$ cat config.mk
export PLATFORM = sky130hd
export DESIGN_NAME = data_bus_target
export DESIGN_NICKNAME = d
export VERILOG_FILES = /design/src/rtl/data_bus_target_pkg.sv /design/src/rtl/data_bus_target_regfile.sv /design/src/rtl/data_bus_target.sv
export SDC_FILE = /design/constraint.sdc
export NUM_CORES = 1
export LEC_CHECK = 0
export BUFFER_PORTS_ARGS = -buffer_cell sky130_fd_sc_hd__buf_2
export CAP_MARGIN = 20
export CELL_PAD_IN_SITES_DETAIL_PLACEMENT = 2
export CELL_PAD_IN_SITES_GLOBAL_PLACEMENT = 2
export CORE_ASPECT_RATIO = 0.75
export CORE_UTILIZATION = 50
export DETAILED_ROUTE_END_ITERATION = 12
export PLACE_DENSITY_LB_ADDON = 0.1
export SYNTH_ARGS = -nofsm -noshare
export SYNTH_HDL_FRONTEND = slang
export SYNTH_HIERARCHICAL = 1
export SYNTH_SLANG_ARGS = --single-unit
$ cat constraint.sdc
create_clock -name clk -period 15.4 [get_ports clk]
set_clock_uncertainty 0.05 [all_clocks]
set_input_delay 1.54 -clock clk [delete_from_list [all_inputs] [get_ports clk]]
set_output_delay 1.54 -clock clk [all_outputs]
set_load 0.005 [all_outputs]
$ cat src/rtl/data_bus_target_pkg.sv
// Shared definitions for the Tiny DSP data bus target: transfer state encoding and default geometry.
package data_bus_target_pkg;

    typedef enum logic [1:0] {
        T_IDLE  = 2'd0,
        T_SEL   = 2'd1,
        T_WHOLD = 2'd2,
        T_DONE  = 2'd3
    } state_t;

    localparam int unsigned DBT_DATA_W     = 16;
    localparam int unsigned DBT_ADDR_W     = 8;
    localparam int unsigned DBT_DEPTH_LOG2 = 4;
    localparam logic [7:0]  DBT_BASE_ADDR  = 8'h80;

endpackage

$ cat src/rtl/data_bus_target_regfile.sv
// Local word array for the data bus target: async clear, synchronous write, combinational read.
module data_bus_target_regfile #(
    parameter int unsigned DATA_W     = 16,
    parameter int unsigned DEPTH_LOG2 = 4
) (
    input  logic                  clk,
    input  logic                  reset,
    input  logic                  we,
    input  logic [DEPTH_LOG2-1:0] waddr,
    input  logic [DATA_W-1:0]     wdata,
    input  logic [DEPTH_LOG2-1:0] raddr,
    output logic [DATA_W-1:0]     rdata
);

    localparam int unsigned DEPTH = 1 << DEPTH_LOG2;

    logic [DATA_W-1:0] mem [DEPTH];

    always_ff @(posedge clk or posedge reset) begin
        if (reset) begin
            for (int unsigned i = 0; i < DEPTH; i++) begin
                mem[i] <= '0;
            end
        end else if (we) begin
            mem[waddr] <= wdata;
        end
    end

    assign rdata = mem[raddr];

endmodule

$ cat src/rtl/data_bus_target.sv
// Tiny DSP data bus responder: window decode, local register array, master protocol checking.
// Optional write protection input wr_lock is enabled by defining DATA_BUS_TARGET_WRPROT_EN.
module data_bus_target
    import data_bus_target_pkg::*;
#(
    parameter int unsigned       DATA_W     = DBT_DATA_W,
    parameter int unsigned       ADDR_W     = DBT_ADDR_W,
    parameter int unsigned       DEPTH_LOG2 = DBT_DEPTH_LOG2,
    parameter logic [ADDR_W-1:0] BASE_ADDR  = DBT_BASE_ADDR
) (
    input  logic              clk,
    input  logic              reset,
    input  logic              as,
    input  logic              read,
    input  logic              write,
    input  logic              write_h,
    input  logic [ADDR_W-1:0] address,
    input  logic [DATA_W-1:0] wdata,
    output logic [DATA_W-1:0] rdata,
    output logic              sel,
    output logic              busy,
    output logic              err,
`ifdef DATA_BUS_TARGET_WRPROT_EN
    input  logic              wr_lock,
`endif
    input  logic              err_clr
);

    state_t                  state;
    logic [DEPTH_LOG2-1:0]   index;
    logic [DEPTH_LOG2-1:0]   rd_index;
    logic [DATA_W-1:0]       rdq;
    logic [DATA_W-1:0]       wcap;
    logic [DATA_W-1:0]       mem_rdata;
    logic                    hit;
    logic                    lock;
    logic                    mem_we;
    logic                    err_set;

`ifdef DATA_BUS_TARGET_WRPROT_EN
    assign lock = wr_lock;
`else
    assign lock = 1'b0;
`endif

    assign hit      = (address[ADDR_W-1:DEPTH_LOG2] == BASE_ADDR[ADDR_W-1:DEPTH_LOG2]);
    // In T_IDLE the array is read at the incoming address so rdq is valid one cycle after as rises.
    assign rd_index = (state == T_IDLE) ? address[DEPTH_LOG2-1:0] : index;

    data_bus_target_regfile #(
        .DATA_W     (DATA_W),
        .DEPTH_LOG2 (DEPTH_LOG2)
    ) u_regfile (
        .clk   (clk),
        .reset (reset),
        .we    (mem_we),
        .waddr (index),
        .wdata (wdata),
        .raddr (rd_index),
        .rdata (mem_rdata)
    );

    always_comb begin
        mem_we  = 1'b0;
        err_set = 1'b0;
        case (state)
            T_SEL: begin
                if (as) begin
                    if (read && write) begin
                        err_set = 1'b1;
                    end else if (write_h && !write) begin
                        err_set = 1'b1;
                    end else if (write && !read) begin
                        if (sel && lock) err_set = 1'b1;
                        else             mem_we  = sel;
                    end
                end
            end
            T_WHOLD: begin
                if (!as)                              err_set = 1'b1;
                else if (write_h && (wdata != wcap))  err_set = 1'b1;
            end
            default: ;
        endcase
    end

    always_ff @(posedge clk or posedge reset) begin
        if (reset) begin
            state <= T_IDLE;
            index <= '0;
            rdq   <= '0;
            wcap  <= '0;
            sel   <= 1'b0;
            busy  <= 1'b0;
            err   <= 1'b0;
        end else begin
            err <= err_set | (err & ~err_clr);
            case (state)
                T_IDLE: begin
                    if (as) begin
                        index <= address[DEPTH_LOG2-1:0];
                        sel   <= hit;
                        rdq   <= hit ? mem_rdata : '0;
                        state <= T_SEL;
                        busy  <= 1'b1;
                    end
                end
                T_SEL: begin
                    rdq <= sel ? mem_rdata : '0;
                    if (!as) begin
                        state <= T_IDLE;
                        sel   <= 1'b0;
                        busy  <= 1'b0;
                    end else if (read || (write_h && !write)) begin
                        state <= T_DONE;
                    end else if (write) begin
                        wcap  <= wdata;
                        state <= T_WHOLD;
                    end
                end
                T_WHOLD: begin
                    if (!as) begin
                        state <= T_IDLE;
                        sel   <= 1'b0;
                        busy  <= 1'b0;
                    end else if (!write_h) begin
                        state <= T_DONE;
                    end
                end
                T_DONE: begin
                    if (!as) begin
                        state <= T_IDLE;
                        sel   <= 1'b0;
                        busy  <= 1'b0;
                    end
                end
                default: state <= T_IDLE;
            endcase
        end
    end

    assign rdata = (sel && read && (state == T_SEL)) ? rdq : '0;

endmodule

==> qor.csv <==
stage,metric,value,unit
outcome,status,"finished, violations left",
outcome,failing checks,design-rule violations,
global_route,largest net degree at the start of global routing,123,
sta,max_slew headroom,25.0,%
pwr,total power,2.12,mW
placed_design,port bufs,49,
sta,Final min period,4140,ps
layout,share of layout cells above drive strength 1,52.3,%
die,initial core utilization,50.9,%
global_route,first-pass GRT wire length,59.6,mm
sta,achievable frequency,241,MHz
synth,synth top area cells,"dfrtp_1 54%, mux2_2 22%, mux4_2 11%, a22oi_1 1.8%, mux2_4 1.1%",
layout,antenna cells,0,
sta,Worst Slack Setup Final,11260,ps
synth,"Seq/Total Area, Yosys",54.3,%
drt,Via density,6.13,
synth,Mapped Area,13700,µm²
setup_path,Setup CP Type,in -> out,
clock_tree,Bufs on Longest Clock Path,3,
drt,Routed wire per std cell,29.9,µm
synth,synth warn,6,
layout,area grow syn2layout,11.9,%
placed_design,DP Worst Slack,10800,ps
synth,"Avg Cell Area, Syn",15.6,µm²
die,chip height,145,µm
clock_tree,clock sinks,297,
layout,Seq. cell area,7430,µm²
drt,drt initial violations,431,
setup_path,crit path launch type,input pin,
die,die width,193,µm
setup_path,Critical Path AT,2550,ps
die,CORE AREA,26900,µm²
clock_tree,post-cts sizing count,0,
placed_design,Final HPWL DP,22.9,mm
placed_design,routability cong.,0.767,
sta,final slew viol count,0,
synth,Post-Syn Nets,913,
clock_tree,"Clk Latency, worst-skew pair",590,ps
layout,multi-input logic area,5870,µm²
clock_tree,H-tree Lvls,1,
layout,Filler Cell Count,2339,
sta,setup total negative slack,0,ps
layout,"commonest non-fill, non-tap cells in the layout","297 x dfrtp_1, 269 x mux2_2, 64 x mux4_2",
job,Max-cap violations,0,
placed_design,placed insts,1225,
clock_tree,Hold Buf Count CTS,0,
pwr,PD cells,138,nW/µm²
layout,Non-Filler Instances,1290,
layout,"most common cell after layout, fill and taps aside",dfrtp_1,
synth,top cell type's share of synthesized area,54.3,%
setup_path,WP data required,13810,ps
sta,"Hold Vio Cnt, Final",0,
drt,aggregate routed wire length,38.6,mm
synth,cell taking the most area after synthesis,dfrtp_1,
setup_path,CP Capture Type,output pin,
sta,unrepaired setup endpoints after global routing,false,
setup_path,CP Max Fanout,16,
drt,Final ANT Viol Nets,0,
drt,1st-pass router iterations,8,
global_route,GRT overflow,0,
pwr,leak pwr,7.50,nW
min_path,Min-Delay Path Class,reg -> reg,
die,IO Count,50,
die,Die ar.,28100,µm²
synth,Post-Syn Instances,878,
global_route,initial antenna violation count,0,
clock_tree,CTS tree,yes,
die,standard-cell row count,52,
synth,count of cell types in the netlist,46,
sta,Final period util,26.9,%
drt,drc violations,2,
layout,final net count,949,
clock_tree,Clock transition at path regs,60,ps
clock_tree,cts bufs inserted,31,
clock_tree,Post-CTS Setup Bufs,0,
global_route,Tot GR Track Use,28.7,%
global_route,vias in the first global route,9176,
sta,Least-Margin Pin Slew,1120,ps
synth,Seq cells post-synth,297,
pwr,Max IR drop VDD,0.0942,mV
drt,DR vias,7905,
sta,"Setup violations, final",0,
clock_tree,clk root buf,clkbuf_16,
metrics by stage:
| stage | hold slack [ps] | instance area [µm²] | utilization, % |
|---|---|---|---|
| 2_1_floorplan | 409 | 13700 | - |
| 3_3_place_gp | 422 | 14100 | 52.4 |
| 5_1_grt | 466 | 15300 | 56.9 |
| 3_5_place_dp | 438 | 14100 | 52.4 |
| 4_1_cts | 454 | 15200 | 56.4 |
| 6_report | 453 | 15300 | 56.9 |
cell families (layout without fill, tap and decap cells):
| group | count (synthesis) | after routing | synth area share [%] |
|---|---|---|---|
| mux | 349 | 349 | 34.3 |
| flops | 297 | 297 | 54.3 |
| simple gates | 82 | 82 | 3.74 |
| buf+inv | 71 | 132 | 2.91 |
| compound gates | 57 | 57 | 3.29 |
| xor+xnor | 17 | 17 | 1.09 |
| fa+ha+maj | 5 | 5 | 0.438 |
flip-flops by register name (all words and copies together) (netlist names):
| name | count |
|---|---|
| busy | 1 |
| err | 1 |
| index | 4 |
| rdq | 16 |
| sel | 1 |
| state | 2 |
| u_regfile/mem | 256 |
| wcap | 16 |
critical path, stage by stage:
cell,delay (ps)
buf_2,160
and3_2,500
and2_1,210
buf_2,120
cells in the mapped netlist, drive strengths merged:
master  instances
a41o            1
nor2b           4
nor3            3
nand2          24
ha              4
mux2i           4
inv             5
xor2           16
or3             2
o21bai          1
nor3b           2
o221ai          1
mux2          281
nand2b          5
clkbuf         24
mux4           64
nand3b          2
a22o           16
nor4b           1
a21o            1
o41ai           1
dfrtp         297
a22oi          32
nor4            5
maj3            1
and3            1
nor2           11
xnor2           1
a21oi           1
buf            42
nand4           1
and2           17
nand3           4
o21ai           3
cell type report:
class | instances | area share, %
clock buffers | 40 | 5.80
clock inverters | 18 | 1.19
inverters | 5 | 0.171
multi-input cells | 510 | 38.3
flip-flops and latches | 297 | 48.5
well taps | 351 | 2.86
repair buffers | 69 | 3.20
per-layer routing:
metal	share of wire [%]	global-route usage, %	wire length [µm]
met1	43	40.6	16700
met5	0	0	0
met3	3.9	3.52	1500
met2	51	47.9	19800
met4	1.8	6.45	679
path summary, 6_finish.rpt:
kind	from	cells past startpoint	slack [ps]	endpoint
worst min-delay path	u_regfile/mem[16]$_DFFE_PP0P_	1	450	u_regfile/mem[16]$_DFFE_PP0P_
worst max-delay path	read	4	11260	rdata[4]
worst min register to register	u_regfile/mem[16]$_DFFE_PP0P_	1	450	u_regfile/mem[16]$_DFFE_PP0P_
max in group asynchronous	reset	4	12950	u_regfile/mem[201]$_DFFE_PP0P_
worst max register to register	state[0]$_DFFE_PP0P_	8	11340	rdq[13]$_DFFE_PP0P_
min in group asynchronous	reset	2	860	wcap[4]$_DFFE_PP0P_
power breakdown:
part	total, mW	internal, mW	switching [mW]
clock network	0.782	0.457	0.324
logic	0.464	0.181	0.283
registers	0.875	0.824	0.0512
Note: power is estimated with default switching activity, not from simulation.
